`config.mk`:
```
export PLATFORM = sky130hd
export DESIGN_NAME = hyperbus_trans_splitter_flat
export DESIGN_NICKNAME = d
export VERILOG_FILES = /design/src/rtl/hyperbus_trans_splitter_pkg.sv /design/src/rtl/hyperbus_trans_splitter_if.sv /design/src/rtl/hyperbus_trans_splitter.sv /design/src/flat_wrapper.sv
export SDC_FILE = /design/constraint.sdc
export NUM_CORES = 1
export LEC_CHECK = 0
export BUFFER_PORTS_ARGS = -buffer_cell sky130_fd_sc_hd__buf_2
export CAP_MARGIN = 20
export CORE_ASPECT_RATIO = 0.9
export CORE_MARGIN = 3
export CORE_UTILIZATION = 40
export CTS_CLUSTER_DIAMETER = 50
export DETAILED_ROUTE_END_ITERATION = 10
export SETUP_SLACK_MARGIN = 0.2
export SLEW_MARGIN = 40
export SYNTH_ARGS = -nofsm -noshare
export SYNTH_HDL_FRONTEND = slang
export SYNTH_SLANG_ARGS = --single-unit
```
`constraint.sdc`:
```
create_clock -name clk_i -period 2.5 [get_ports clk_i]
set_input_delay 0.5 -clock clk_i [delete_from_list [all_inputs] [get_ports clk_i]]
set_output_delay 0.5 -clock clk_i [all_outputs]
set_load 0.01 [all_outputs]
```
`src/rtl/hyperbus_trans_splitter_pkg.sv`:
```
// Shared types, default parameters and address-decode helpers for the
// HyperBus transaction splitter.
package hyperbus_trans_splitter_pkg;

  localparam int DEF_BURST_WIDTH   = 12;
  localparam int DEF_NR_CS         = 2;
  localparam int DEF_MEM_SIZE_LOG2 = 23;
  localparam int DEF_MAX_BURST     = 256;
  localparam int DEF_LEN_WIDTH     = 16;

  typedef enum logic [1:0] {
    IDLE  = 2'd0,
    CALC  = 2'd1,
    ISSUE = 2'd2
  } split_state_t;

  // Word address inside the chip: drop the chip-select bits, then the byte bit.
  function automatic logic [31:0] word_addr(input logic [31:0] addr,
                                            input int unsigned mem_size_log2);
    logic [31:0] mask;
    mask = (32'd1 << mem_size_log2) - 32'd1;
    return (addr & mask) >> 1;
  endfunction

  // Chip index is everything above the per-chip byte range.
  function automatic logic [31:0] cs_index(input logic [31:0] addr,
                                           input int unsigned mem_size_log2);
    return addr >> mem_size_log2;
  endfunction

  // One-hot chip select; all zeros when the index is out of range.
  function automatic logic [31:0] cs_onehot(input logic [31:0] idx,
                                            input int unsigned nr_cs);
    logic [31:0] oh;
    oh = 32'd0;
    if (idx < nr_cs) begin
      oh = 32'd1 << idx;
    end else begin
      oh = 32'd0;
    end
    return oh;
  endfunction

endpackage

```
`src/rtl/hyperbus_trans_splitter_if.sv`:
```
// Request-side and PHY-side handshake bundle of the transaction splitter.
// slave: the splitter itself; master: the environment around it.
interface hyperbus_trans_splitter_if #(
  parameter int BURST_WIDTH = hyperbus_trans_splitter_pkg::DEF_BURST_WIDTH,
  parameter int NR_CS       = hyperbus_trans_splitter_pkg::DEF_NR_CS,
  parameter int LEN_WIDTH   = hyperbus_trans_splitter_pkg::DEF_LEN_WIDTH
);

  logic                   req_valid_i;
  logic                   req_ready_o;
  logic [31:0]            req_addr_i;
  logic [LEN_WIDTH-1:0]   req_len_i;
  logic                   req_write_i;
  logic                   trans_valid_o;
  logic                   trans_ready_i;
  logic [31:0]            trans_address_o;
  logic [NR_CS-1:0]       trans_cs_o;
  logic                   trans_write_o;
  logic [BURST_WIDTH-1:0] trans_burst_o;
  logic                   done_o;
  logic                   error_o;

  modport slave (
    input  req_valid_i, req_addr_i, req_len_i, req_write_i, trans_ready_i,
    output req_ready_o, trans_valid_o, trans_address_o, trans_cs_o,
           trans_write_o, trans_burst_o, done_o, error_o
  );

  modport master (
    output req_valid_i, req_addr_i, req_len_i, req_write_i, trans_ready_i,
    input  req_ready_o, trans_valid_o, trans_address_o, trans_cs_o,
           trans_write_o, trans_burst_o, done_o, error_o
  );

endinterface

```
`src/rtl/hyperbus_trans_splitter.sv`:
```
// HyperBus upstream command stage: splits one linear request into PHY
// transactions bounded by MAX_BURST, MAX_BURST-aligned word boundaries and
// chip boundaries, decoding the chip select of every chunk.
module hyperbus_trans_splitter
  import hyperbus_trans_splitter_pkg::*;
#(
  parameter int BURST_WIDTH   = DEF_BURST_WIDTH,
  parameter int NR_CS         = DEF_NR_CS,
  parameter int MEM_SIZE_LOG2 = DEF_MEM_SIZE_LOG2,
  parameter int MAX_BURST     = DEF_MAX_BURST,
  parameter int LEN_WIDTH     = DEF_LEN_WIDTH
) (
  input logic                      clk_i,
  input logic                      rst_ni,
  hyperbus_trans_splitter_if.slave bus
);

  split_state_t state_r, next_state_s;

  // Request context, advanced after each issued chunk.
  logic [31:0]            addr_r;
  logic [LEN_WIDTH-1:0]   rem_r;
  logic                   write_r;

  // Registered PHY-side and status outputs.
  logic                   trans_valid_r;
  logic [31:0]            trans_address_r;
  logic [NR_CS-1:0]       trans_cs_r;
  logic                   trans_write_r;
  logic [BURST_WIDTH-1:0] trans_burst_r;
  logic                   done_r;
  logic                   error_r;
  logic                   req_ready_r;

  logic                   accept_s;
  logic                   req_bad_s;
  logic                   fire_s;
  logic                   done_set_s;
  logic                   error_set_s;
  logic [31:0]            word_s;
  logic [31:0]            room_s;
  logic [BURST_WIDTH-1:0] chunk_s;
  logic [31:0]            addr_next_s;
  logic [LEN_WIDTH-1:0]   rem_next_s;

  assign accept_s    = (state_r == IDLE) & bus.req_valid_i;
  assign req_bad_s   = bus.req_addr_i[0] |
                       (cs_index(bus.req_addr_i, MEM_SIZE_LOG2) >= 32'(NR_CS));
  assign fire_s      = trans_valid_r & bus.trans_ready_i;
  assign rem_next_s  = rem_r - LEN_WIDTH'(trans_burst_r);
  assign addr_next_s = addr_r + (32'(trans_burst_r) << 1);

  // Chunk size: whatever is left, capped at the room up to the next aligned burst boundary.
  always_comb begin
    word_s = word_addr(addr_r, MEM_SIZE_LOG2);
    room_s = 32'(MAX_BURST) - (word_s & 32'(MAX_BURST - 1));
    if (32'(rem_r) < room_s) begin
      chunk_s = BURST_WIDTH'(rem_r);
    end else begin
      chunk_s = BURST_WIDTH'(room_s);
    end
  end

  // Next-state logic and one-cycle done/error requests.
  always_comb begin
    next_state_s = state_r;
    done_set_s   = 1'b0;
    error_set_s  = 1'b0;
    case (state_r)
      IDLE: begin
        if (accept_s) begin
          if (req_bad_s) begin
            error_set_s = 1'b1;
          end else if (bus.req_len_i == {LEN_WIDTH{1'b0}}) begin
            done_set_s = 1'b1;
          end else begin
            next_state_s = CALC;
          end
        end else begin
          next_state_s = IDLE;
        end
      end
      CALC: begin
        next_state_s = ISSUE;
      end
      ISSUE: begin
        if (fire_s) begin
          if (rem_next_s == {LEN_WIDTH{1'b0}}) begin
            done_set_s   = 1'b1;
            next_state_s = IDLE;
          end else if (cs_index(addr_next_s, MEM_SIZE_LOG2) >= 32'(NR_CS)) begin
            // The advanced address ran off the last chip: drop the remainder.
            error_set_s  = 1'b1;
            next_state_s = IDLE;
          end else begin
            next_state_s = CALC;
          end
        end else begin
          next_state_s = ISSUE;
        end
      end
      default: begin
        next_state_s = IDLE;
      end
    endcase
  end

  // State register plus registered ready and status pulses.
  always_ff @(posedge clk_i or negedge rst_ni) begin
    if (!rst_ni) begin
      state_r     <= IDLE;
      req_ready_r <= 1'b1;
      done_r      <= 1'b0;
      error_r     <= 1'b0;
    end else begin
      state_r     <= next_state_s;
      req_ready_r <= (next_state_s == IDLE);
      done_r      <= done_set_s;
      error_r     <= error_set_s;
    end
  end

  // Latch the request on accept and advance it after each issued chunk.
  always_ff @(posedge clk_i or negedge rst_ni) begin
    if (!rst_ni) begin
      addr_r  <= 32'd0;
      rem_r   <= {LEN_WIDTH{1'b0}};
      write_r <= 1'b0;
    end else if (accept_s) begin
      addr_r  <= bus.req_addr_i;
      rem_r   <= bus.req_len_i;
      write_r <= bus.req_write_i;
    end else if (fire_s) begin
      addr_r  <= addr_next_s;
      rem_r   <= rem_next_s;
    end
  end

  // Load the PHY chunk in CALC and hold it until the PHY takes it.
  always_ff @(posedge clk_i or negedge rst_ni) begin
    if (!rst_ni) begin
      trans_valid_r   <= 1'b0;
      trans_address_r <= 32'd0;
      trans_cs_r      <= {NR_CS{1'b0}};
      trans_write_r   <= 1'b0;
      trans_burst_r   <= {BURST_WIDTH{1'b0}};
    end else if (state_r == CALC) begin
      trans_valid_r   <= 1'b1;
      trans_address_r <= word_s;
      trans_cs_r      <= NR_CS'(cs_onehot(cs_index(addr_r, MEM_SIZE_LOG2), NR_CS));
      trans_write_r   <= write_r;
      trans_burst_r   <= chunk_s;
    end else if (fire_s) begin
      trans_valid_r   <= 1'b0;
    end
  end

  assign bus.req_ready_o     = req_ready_r;
  assign bus.trans_valid_o   = trans_valid_r;
  assign bus.trans_address_o = trans_address_r;
  assign bus.trans_cs_o      = trans_cs_r;
  assign bus.trans_write_o   = trans_write_r;
  assign bus.trans_burst_o   = trans_burst_r;
  assign bus.done_o          = done_r;
  assign bus.error_o         = error_r;

endmodule

```
`src/flat_wrapper.sv`:
```
// flat-port wrapper written by rule: the top's interface ports become plain ports
module hyperbus_trans_splitter_flat import hyperbus_trans_splitter_pkg::*;
#(
  parameter int BURST_WIDTH   = DEF_BURST_WIDTH,
  parameter int NR_CS         = DEF_NR_CS,
  parameter int MEM_SIZE_LOG2 = DEF_MEM_SIZE_LOG2,
  parameter int MAX_BURST     = DEF_MAX_BURST,
  parameter int LEN_WIDTH     = DEF_LEN_WIDTH
)
  (clk_i, rst_ni, bus_req_valid_i, bus_req_addr_i, bus_req_len_i, bus_req_write_i, bus_trans_ready_i, bus_req_ready_o, bus_trans_valid_o, bus_trans_address_o, bus_trans_cs_o, bus_trans_write_o, bus_trans_burst_o, bus_done_o, bus_error_o);
  hyperbus_trans_splitter_if #(.BURST_WIDTH(BURST_WIDTH), .NR_CS(NR_CS), .LEN_WIDTH(LEN_WIDTH)) bus_i ();
  input logic clk_i;
  input logic rst_ni;
  input wire logic [$bits(bus_i.req_valid_i)-1:0] bus_req_valid_i;
  input wire logic [$bits(bus_i.req_addr_i)-1:0] bus_req_addr_i;
  input wire logic [$bits(bus_i.req_len_i)-1:0] bus_req_len_i;
  input wire logic [$bits(bus_i.req_write_i)-1:0] bus_req_write_i;
  input wire logic [$bits(bus_i.trans_ready_i)-1:0] bus_trans_ready_i;
  output wire logic [$bits(bus_i.req_ready_o)-1:0] bus_req_ready_o;
  output wire logic [$bits(bus_i.trans_valid_o)-1:0] bus_trans_valid_o;
  output wire logic [$bits(bus_i.trans_address_o)-1:0] bus_trans_address_o;
  output wire logic [$bits(bus_i.trans_cs_o)-1:0] bus_trans_cs_o;
  output wire logic [$bits(bus_i.trans_write_o)-1:0] bus_trans_write_o;
  output wire logic [$bits(bus_i.trans_burst_o)-1:0] bus_trans_burst_o;
  output wire logic [$bits(bus_i.done_o)-1:0] bus_done_o;
  output wire logic [$bits(bus_i.error_o)-1:0] bus_error_o;
  assign bus_i.req_valid_i = bus_req_valid_i;
  assign bus_i.req_addr_i = bus_req_addr_i;
  assign bus_i.req_len_i = bus_req_len_i;
  assign bus_i.req_write_i = bus_req_write_i;
  assign bus_i.trans_ready_i = bus_trans_ready_i;
  assign bus_req_ready_o = bus_i.req_ready_o;
  assign bus_trans_valid_o = bus_i.trans_valid_o;
  assign bus_trans_address_o = bus_i.trans_address_o;
  assign bus_trans_cs_o = bus_i.trans_cs_o;
  assign bus_trans_write_o = bus_i.trans_write_o;
  assign bus_trans_burst_o = bus_i.trans_burst_o;
  assign bus_done_o = bus_i.done_o;
  assign bus_error_o = bus_i.error_o;
  hyperbus_trans_splitter #(.BURST_WIDTH(BURST_WIDTH), .NR_CS(NR_CS), .MEM_SIZE_LOG2(MEM_SIZE_LOG2), .MAX_BURST(MAX_BURST), .LEN_WIDTH(LEN_WIDTH)) u_core (.clk_i(clk_i), .rst_ni(rst_ni), .bus(bus_i));
endmodule
```
==> summary.md, run 1 <==
| Metric | Value |
|---|---|
| Status | finished with violations |
| Failing checks | setup timing |
| Layout cell share with drive strength beyond 1 | 0.422 |
| Fill count | 1273 |
| Synth area leader | dfrtp_1 |
| Die height | 121 um |
| Avg Vias per Cell | 5.27 |
| Antenna-violating nets left | 0 |
| Count of different cell masters after synthesis | 62 |
| Global Route Usage Sum | 0.233 |
| Final Hold Viols | 0 |
| Unrepaired setup endpoints after global routing | true |
| Sequential fraction of the synthesis area | 0.385 |
| Final WL | 19.1 mm |
| DR DRC count | 0 |
| Wire length on met1 | 8.37 mm |
| Final worst-path cycle share | 1.08 |
| TritonCTS clock tree | done |
| Layout area overhead | 47.9% |
| FMAX | 0.369 GHz |
| Max Fanout on Critical Path | 7 |
| Core ar. | 14300 sq um |
| Worst VDD drop | 0.428 mV |
| Clock buffer depth | 2 |
| Cell count after synthesis | 708 |
| Clk sinks | 91 |
| Clock root buffer | clkbuf_16 |
| Via count | 5950 |
| Worst r2r src | u_core.addr_r[3]$_DFFE_PN0P_ |
| DR iter-0 viols | 297 |
| CTS buffer count | 9 |
| Number of core rows | 41 |
| Post-synth EDFFs | 0 |
| Ports | 104 |
| Logic pwr share | 0.359 |
| Synth Warn # | 0 |
| R2R setup slack | -210 ps |
| Die Footprint | 16300 sq um |
| Hold_buf cts | 0 |
| WP data required | 2730 ps |
| Worst Tran Pin Value | 746 ps |
| WL per Instance | 16.9 um |
| Sw frac | 0.336 |
| Reg2Reg Depth | 11 |
| Vias in the first global route | 5918 |
| Setup crit end kind | flip-flop |
| P_int | 3.38 mW |
| Most used flip-flop cell after synthesis | dfrtp_1 |
| Layout Skew | 11.4 ps |
| Port bufs | 93 |
| WL met2 | 9.24 mm |
| NumNets Final | 1020 |
| Mapped Area | 5920 sq um |
| P_sw | 1.71 mW |
| H-Tree Depth | 3 |
| N_diodes | 0 |
| Cell Pwr Density | 582 nW/um^2 |
| Initial antenna violation count | 0 |
| Slew Limit Headroom | 0.502 |
| Fin worst setup slack | -210 ps |
| Worst-skew pair later-pin latency | 360 ps |
| Clock power frac | 0.288 |
| Synth Register Bits | 91 |
| Max-Cap Viols | 0 |
| Clock slew at reported path FFs | 70 ps |
| Worst hold path class | input port to async pin |
| Die Width | 134 um |
| Pin count of the biggest net entering global routing | 42 |
| Top Metal Used | met4 |
| Total grt overflow | 0 |
| First-pass GRT wire length | 30.3 mm |
| Sequential power share | 0.353 |
| Syn avg cell area | 8.36 sq um |
| Max-slew violations | 0 |
| Crit start category | flip-flop |
| Initial Util | 0.415 |
| Asr flop ratio synth | 1.00 |
| Post-DP HPWL | 13.4 mm |
| Crit path DAT | 2940 ps |
| Drt pass-1 iters | 5 |
| P_leak | 4.09 nW |
| Largest cells by area after synthesis | dfrtp_1 (38%), nand2_1 (9.8%), ha_1 (7.0%) |
| Hold slack | 99.1 ps |
| CP Class | flip-flop to flip-flop |
| Min Tclk post-route | 2710 ps |
| Setup-failing EPs final | 19 |
| Met3 wire length | 902 um |
| Reg2reg end | u_core.bus.trans_burst_o[5]$_DFFE_PN0P_ |
| Synth top area share | 0.380 |
| Routability Congestion | 0.962 |
| Final Util | 0.614 |
-- cells by family (layout without fill, tap and decap cells) --
group	after synthesis	after routing	synth area share
AND/OR/NAND/NOR	297	297	0.225
AO/OA/AOI/OAI	159	159	0.170
flip-flops	91	91	0.385
buffers and inverters	63	283	0.0471
XOR/XNOR	51	51	0.0755
adder cells (fa/ha/maj)	35	35	0.0765
multiplexers	11	11	0.0203
other	1	10	0.000634
-- flip-flops by register name (all words and copies together) (netlist names) --
register and cells:
u_core.bus.done_o 1, u_core.write_r 1, u_core.bus.req_ready_o 1, u_core.state_r 2, u_core.bus.trans_burst_o 12, u_core.rem_r 16, u_core.bus.trans_valid_o 1, u_core.bus.trans_address_o 22
u_core.bus.trans_cs_o 2, u_core.bus.trans_write_o 1, u_core.bus.error_o 1, u_core.addr_r 31
-- cells in the final DEF, fill, tap and decap left out, types with 10 or more instances in the layout --
master | synthesis | final
nand2_1 | 155 | 150
buf_4 | 11 | 122
buf_2 | 1 | 92
dfrtp_1 | 90 | 81
nor2_1 | 57 | 51
o21ai_1 | 3 | 31
a21oi_1 | 47 | 31
buf_6 | 0 | 24
o21ai_0 | 57 | 22
xor2_1 | 26 | 20
inv_1 | 26 | 19
xnor2_1 | 25 | 17
ha_4 | 0 | 16
ha_1 | 33 | 14
nand4_1 | 13 | 13
a21oi_2 | 1 | 12
conb_1 | 1 | 10
-- worst max-delay path by stage --
stage,startpoint,to,slack (ps),depth (start not counted)
2_1_floorplan,u_core.bus.trans_burst_o[1]$_DFFE_PN0P_,u_core.rem_r[15]$_DFFE_PN0P_,-90,10
3_3_place_gp,u_core.bus.trans_burst_o[0]$_DFFE_PN0P_,u_core.bus.error_o$_DFF_PN0_,-230,8
3_5_place_dp,u_core.bus.trans_burst_o[0]$_DFFE_PN0P_,u_core.bus.error_o$_DFF_PN0_,-330,10
4_1_cts,u_core.bus.trans_burst_o[0]$_DFFE_PN0P_,u_core.bus.error_o$_DFF_PN0_,-140,10
5_1_grt,u_core.addr_r[3]$_DFFE_PN0P_,u_core.bus.trans_burst_o[1]$_DFFE_PN0P_,-410,12
6_report,u_core.addr_r[3]$_DFFE_PN0P_,u_core.bus.trans_burst_o[5]$_DFFE_PN0P_,-210,11
-- synthesized netlist by cell type, types with 3 or more instances --
| cell type | instances |
|---|---|
| nand4_1 | 13 |
| o21a_1 | 6 |
| and4_1 | 3 |
| xnor2_1 | 25 |
| nand2b_1 | 10 |
| clkbuf_1 | 24 |
| inv_1 | 26 |
| dfrtp_1 | 90 |
| nor2b_1 | 5 |
| and3_1 | 3 |
| o21ai_0 | 57 |
| nor4_1 | 10 |
| o221ai_1 | 4 |
| nand3_1 | 17 |
| a31oi_1 | 9 |
| a21oi_1 | 47 |
| ha_1 | 33 |
| or3_1 | 3 |
| xor2_1 | 26 |
| a211oi_1 | 4 |
| nor2_1 | 57 |
| and2_1 | 4 |
| a21o_1 | 4 |
| nand2_1 | 155 |
| mux2i_1 | 6 |
| mux2_2 | 4 |
| o21ai_1 | 3 |
| nor3_1 | 8 |
| buf_4 | 11 |
-- power by group through the flow --
stage | clock [mW] | sequential [mW] | combinational, mW
after floorplan | 0 | 1.78 | 0.831
after global routing | 1.56 | 1.82 | 1.99
after global placement | 0 | 1.79 | 1.39
final | 1.47 | 1.80 | 1.83
after detailed placement | 0 | 1.80 | 1.42
after CTS | 1.50 | 1.78 | 1.69
-- worst max-delay path: stages, from the launching register on --
cell       delay, ps
dfrtp_1          430
nor2_2           150
nand4b_1         210
xnor2_2          210
ha_1             310
a211oi_2         170
o21ai_1          100
a311oi_2         270
o2111ai_2        150
buf_6            190
mux2i_1          120
mux2_2           260
-- through the flow --
stage	area, sq um	cells	worst slack [ps]	setup TNS (ps)	power, mW
finish	8750	1130	-210	-2430	5.10
global route	8750	1130	-414	-6160	5.36
CTS	8460	1118	-137	-1180	4.97
detailed placement	7390	1068	-333	-3150	3.21
global placement	7390	1068	-227	-2170	3.18
floorplan	6070	717	-90.9	-380	2.62
-- repair_timing --
action / 4_1_cts / 5_1_grt
gates cloned: 0 / 0
resized for setup: 121 / 51
pin swaps: 48 / 37
endpoints found under the setup margin: 43 / 45
setup buffers: 34 / 12
-- layout make-up --
class	instances	area [sq um]	area share
repair buffers	241	1710	0.195
clock inverters	5	65.1	0.00743
inverters	26	100	0.0114
flip-flops and latches	91	2290	0.262
multi-input cells	563	4100	0.468
well taps	193	241	0.0276
clock buffers	11	253	0.0289
-- per-layer routing --
layer / up-vias / GRT usage
met5: - / 0
met4: 0 / 0.0865
met3: 34 / 0.0394
met2: 173 / 0.387
met1: 2859 / 0.308
li1: 2884 / -
(Power assumes the default switching activity.)
==> run 2, diff against run 1 <==
Settings changed: RECOVER_POWER from default to 50.
Clock period 2.5 ns to 3.3 ns, I/O delays scaled along.
==> summary.md, run 2 (same netlist as run 1, synthesis figures left out) <==
| Metric | Value |
|---|---|
| Status | finished with violations |
| Failing checks | capacitance limit, slew limit |
| Slew Limit Headroom | -0.592 |
| Hold_buf cts | 0 |
| FMAX | 0.342 GHz |
| Critical path endpoint | u_core.rem_r[15]$_DFFE_PN0P_ |
| Total grt overflow | 0 |
| Via count | 5211 |
| Clock buffer depth | 2 |
| Layout area overhead | 15.8% |
| Cell Pwr Density | 460 nW/um^2 |
| P_int | 2.08 mW |
| Global Route Usage Sum | 0.206 |
| Clock slew at reported path FFs | 70 ps |
| Max-slew violations | 63 |
| Setup_tns | 0 ps |
| Fill count | 1452 |
| First-pass GRT wire length | 26.4 mm |
| NumNets Final | 884 |
| Pin count of the biggest net entering global routing | 67 |
| Setup-failing EPs final | 0 |
| Hold slack | 469 ps |
| Sequential power share | 0.436 |
| WP data required | 3530 ps |
| Area occupied by multi-input gates | 3400 sq um |
| Slowest cell on the critical path | dfrtp_1 |
| Post_cts resized | 0 |
| WL per Instance | 16.2 um |
| Critical-path cell list | inv_1 > ha_1 > nor2b_1 > o31a_1 > a21oi_1 > nand2_1 > a2111o_1 > or3_1 > xnor2_1 > mux2_2 |
| Buffer count from post-CTS setup fixing | 0 |
| Max-Cap Viols | 2 |
| Largest stage delay, worst path | 540 ps |
| H-Tree Depth | 3 |
| Number of core rows | 41 |
| Ports | 104 |
| Antenna-violating nets left | 0 |
| Drt pass-1 iters | 5 |
| Worst r2r src | u_core.bus.trans_burst_o[1]$_DFFE_PN0P_ |
| Unrepaired setup endpoints after global routing | false |
| Layout cell share with drive strength beyond 1 | 0.170 |
| Final worst-path cycle share | 0.885 |
| Finished Cell Area | 6850 sq um |
| Largest register FFs | 31 |
| Register area | 2280 sq um |
| Reg2reg end | u_core.rem_r[15]$_DFFE_PN0P_ |
| P_leak | 3.24 nW |
| Global-route track usage on met2 | 0.315 |
| Reg2Reg Depth | 10 |
| Gr busiest metal | met2 |
| DR iter-0 viols | 302 |
| Die Footprint | 16300 sq um |
| Logic pwr share | 0.252 |
| P_sw | 1.08 mW |
| Worst VDD drop | 0.300 mV |
| Max Fanout on Critical Path | 6 |
| Register with the most flip-flops | u_core.addr_r |
| Leading cell type in the layout, fill and taps excluded | nand2_1 |
| Clk sinks | 91 |
| Final WL | 16.1 mm |
| TritonCTS clock tree | done |
| Min Tclk post-route | 2920 ps |
| Die Width | 134 um |
| Vias in the first global route | 5109 |
| Commonest non-fill, non-tap cells in the layout | nand2_1 (155), buf_2 (92), dfrtp_1 (90) |
| Crit path DAT | 3150 ps |
| CP Class | flip-flop to flip-flop |
| Initial Util | 0.415 |
| Final Hold Viols | 0 |
| Clock root buffer | clkbuf_16 |
| Core ar. | 14300 sq um |
| Die height | 121 um |
| Layout Skew | 10.3 ps |
| Initial antenna violation count | 0 |
| GRT met1 Usage | 0.295 |
| Placed instance area | 6590 sq um |
| Worst Tran Pin Value | 2390 ps |
| Sw frac | 0.341 |
| Crit path launch | u_core.bus.trans_burst_o[1]$_DFFE_PN0P_ |
| Setup crit end kind | flip-flop |
| Post-DP HPWL | 12.2 mm |
| Crit start category | flip-flop |
| Clock power frac | 0.312 |
| Port bufs | 93 |
| Pwr Total | 3.16 mW |
| Avg Vias per Cell | 5.24 |
| GR Util met3 | 0.0485 |
| DR DRC count | 0 |
| N_diodes | 0 |
| Worst-skew pair later-pin latency | 350 ps |
| CTS buffer count | 9 |
| Worst hold path class | flip-flop to flip-flop |
| Routability Congestion | 0.875 |
| R2R setup slack | 380 ps |
[run 2: cell types whose count changed in the layout (fill, tap and decap cells not counted), sizes merged]
cell    delta
buf      -141
bufinv     -1
clkinv     +4
inv        -2
clkbuf     +4
[run 2: power by group through the flow]
stage / Combinational [mW] / Sequential, mW / Clock [mW]
after detailed placement: 0.791 / 1.39 / 0
after floorplan: 0.596 / 1.34 / 0
after global routing: 0.906 / 1.39 / 1.07
final: 0.797 / 1.38 / 0.984
after global placement: 0.782 / 1.39 / 0
after CTS: 0.799 / 1.37 / 1.02
[run 2: per-stage QoR]
step,worst slack [ps],cells,utilization
after floorplan,531,717,-
after global placement,430,978,0.462
after detailed placement,392,978,0.462
after CTS,381,994,0.482
after global routing,211,994,0.481
final,380,994,0.481
[run 2: worst min path at each step]
| stage | startpoint | to | slack, ps | depth (start not counted) |
|---|---|---|---|---|
| global placement | u_core.bus.trans_address_o[5]$_DFFE_PN0P_ | u_core.bus.trans_address_o[5]$_DFFE_PN0P_ | 450 | 2 |
| CTS | rst_ni | u_core.bus.trans_address_o[17]$_DFFE_PN0P_ | 310 | 1 |
| finish | u_core.bus.trans_address_o[7]$_DFFE_PN0P_ | u_core.bus.trans_address_o[7]$_DFFE_PN0P_ | 470 | 2 |
| detailed placement | u_core.bus.trans_address_o[7]$_DFFE_PN0P_ | u_core.bus.trans_address_o[7]$_DFFE_PN0P_ | 460 | 2 |
| global route | u_core.bus.trans_write_o$_DFFE_PN0P_ | u_core.bus.trans_write_o$_DFFE_PN0P_ | 500 | 2 |
| floorplan | rst_ni | u_core.addr_r[10]$_DFFE_PN0P_ | 360 | 0 |
[run 2: cell type report]
type,count,share of cell area
Clock buffer,10,0.0334
Clock inverter,6,0.00748
Inverter,26,0.0142
Multi-Input combinational cell,563,0.497
Sequential cell,91,0.332
Tap cell,193,0.0352
Timing Repair Buffer,105,0.0805
[run 2: metal layers]
| metal | part of all wire | wire length [um] |
|---|---|---|
| met1 | 0.49 | 7880 |
| met2 | 0.45 | 7320 |
| met3 | 0.044 | 705 |
| met4 | 0.014 | 234 |
| met5 | 0 | 0 |
[run 2: critical path: cells and delay by family, from the launching register on]
family,cells,cell delay [ps]
compound gates,3,900
xor+xnor,1,140
fa+ha+maj,1,280
buf+inv,1,80
flops,1,540
mux,1,260
simple gates,3,610
==> run 3, diff against run 2 <==
Settings changed: CORE_UTILIZATION 40 to 60, PLACE_DENSITY from default to 0.93, SKIP_CTS_REPAIR_TIMING from default to 1.
==> summary.md, run 3 (same netlist as run 1, synthesis figures left out) <==
| Metric | Value |
|---|---|
| Final worst-path cycle share | 0.892 |
| Register with the most flip-flops | u_core.addr_r |
| CTS buffer count | 9 |
| Worst-skew pair later-pin latency | 370 ps |
| Max Fanout on Critical Path | 13 |
| Final Hold Viols | 0 |
| Setup_tns | 0 ps |
| DR iter-0 viols | 461 |
| Unrepaired setup endpoints after global routing | false |
| Post-DP HPWL | 11.5 mm |
| Commonest non-fill, non-tap cells in the layout | nand2_1 (155), dfrtp_1 (88), buf_2 (81) |
| N_diodes | 0 |
| Most used cell, CP | ha_1 |
| Fill count | 769 |
| Drt pass-1 iters | 5 |
| Failing checks | capacitance limit, slew limit |
| Worst VDD drop | 0.264 mV |
| Die Width | 111 um |
| Place WS | 330 ps |
| Worst Tran Pin Value | 1970 ps |
| Largest stage delay, worst path | 470 ps |
| Critical-path cell list | inv_1 > ha_1 > nand2_1 > xnor2_1 > ha_1 > o21ai_0 > nand2b_1 > a311oi_1 > o2111ai_1 > buf_4 > mux2i_1 > mux2_2 |
| Layout cell share with drive strength beyond 1 | 0.160 |
| Cell Pwr Density | 442 nW/um^2 |
| Pin count of the biggest net entering global routing | 67 |
| Clock root buffer | clkbuf_8 |
| Max-Cap Viols | 3 |
| Crit path DAT | 3200 ps |
| Routability Congestion | 0.934 |
| Clock buffer depth | 2 |
| Final WL | 15.4 mm |
| CP Class | flip-flop to flip-flop |
| Status | finished with violations |
| Die height | 100 um |
| Crit start category | flip-flop |
| Slowest cell on the critical path | dfrtp_1 |
| Setup-failing EPs final | 0 |
| First-pass GRT wire length | 25.9 mm |
| Leading cell type in the layout, fill and taps excluded | nand2_1 |
| Die Footprint | 11100 sq um |
| Antenna-violating nets left | 0 |
| P_leak | 3.14 nW |
| Layout Skew | 4.89 ps |
| Initial antenna violation count | 0 |
| WL per Instance | 16.7 um |
| Via count | 5403 |
| Core ar. | 9370 sq um |
| Final Util | 0.710 |
| Setup crit end kind | flip-flop |
| Vias in the first global route | 5323 |
| NumNets Final | 883 |
| Global Route Usage Sum | 0.286 |
| Layout area overhead | 12.4% |
| Clk sinks | 91 |
| WP data required | 3560 ps |
| Fin worst setup slack | 358 ps |
| Initial Util | 0.632 |
| Slew Limit Headroom | -0.311 |
| Largest register FFs | 31 |
| Avg Vias per Cell | 5.86 |
| Max-slew violations | 160 |
| Port bufs | 93 |
| Number of core rows | 33 |
| Ports | 104 |
| FMAX | 0.340 GHz |
| Clock slew at reported path FFs | 100 ps |
| DR DRC count | 0 |
| Worst hold path class | flip-flop to flip-flop |
| Min Tclk post-route | 2940 ps |
| H-Tree Depth | 3 |
| TritonCTS clock tree | done |
| Total grt overflow | 0 |
## run 3: changes by cell type in the layout (fill, tap and decap cells not counted), moves of 2 or more
cell,change
buf_2,-11
clkbuf_8,+10
clkbuf_1,+9
clkbuf_16,-9
and2_1,+2
clkinv_4,-2
dfrtp_1,-2
dfrtp_2,+2
## run 3: final timing paths
kind                       depth (start not counted)                                      start                                         to  slack (ps)
max                                               12               u_core.addr_r[2]$_DFFE_PN0P_    u_core.bus.trans_burst_o[7]$_DFFE_PN0P_         360
max in group asynchronous                          2                                     rst_ni               u_core.rem_r[11]$_DFFE_PN0P_        1130
min reg2reg                                        2  u_core.bus.trans_address_o[5]$_DFFE_PN0P_  u_core.bus.trans_address_o[5]$_DFFE_PN0P_         480
max reg2reg                                       12               u_core.addr_r[2]$_DFFE_PN0P_    u_core.bus.trans_burst_o[7]$_DFFE_PN0P_         360
min in group asynchronous                          1                                     rst_ni                u_core.rem_r[1]$_DFFE_PN0P_         650
min                                                2  u_core.bus.trans_address_o[5]$_DFFE_PN0P_  u_core.bus.trans_address_o[5]$_DFFE_PN0P_         480
## run 3: area by class of cell
type | instances | area [sq um] | share of cell area
multi-input cells | 563 | 3410 | 0.512
clock inverters | 6 | 56.3 | 0.00846
clock buffers | 10 | 138 | 0.0207
flip-flops and latches | 91 | 2280 | 0.343
well taps | 122 | 153 | 0.0229
repair buffers | 104 | 519 | 0.0781
inverters | 26 | 97.6 | 0.0147
## run 3: metrics by stage
step	instances	hold WS (ps)	power, mW	cell area, sq um
2_1_floorplan	717	364	1.94	5950
3_3_place_gp	906	451	2.14	6480
3_5_place_dp	906	457	2.17	6480
4_1_cts	922	384	2.93	6670
5_1_grt	922	477	3.11	6650
6_report	922	475	2.94	6650
## run 3: worst max-delay path, delay by kind of cell (launching register included)
| family | cells | cell delay (ps) |
|---|---|---|
| and+or+nand+nor | 2 | 160 |
| adders and majority gates | 2 | 520 |
| AOI/OAI and AO/OA | 3 | 640 |
| DFF | 1 | 470 |
| xor gates and xnor gates | 1 | 280 |
| muxes | 2 | 390 |
| buffers and inverters | 2 | 360 |
## run 3: power breakdown
| part | internal (mW) | switching, mW |
|---|---|---|
| Combinational | 0.339 | 0.465 |
| Sequential | 1.22 | 0.154 |
| Clock | 0.311 | 0.448 |
| Total | 1.87 | 1.07 |
## run 3: per-layer routing
metal | part of all wire | vias up | global-route usage
li1 | - | 2602 | -
met1 | 0.43 | 2538 | 0.379
met2 | 0.48 | 235 | 0.479
met3 | 0.078 | 28 | 0.0536
met4 | 0.017 | 0 | 0.0919
met5 | 0 | - | 0
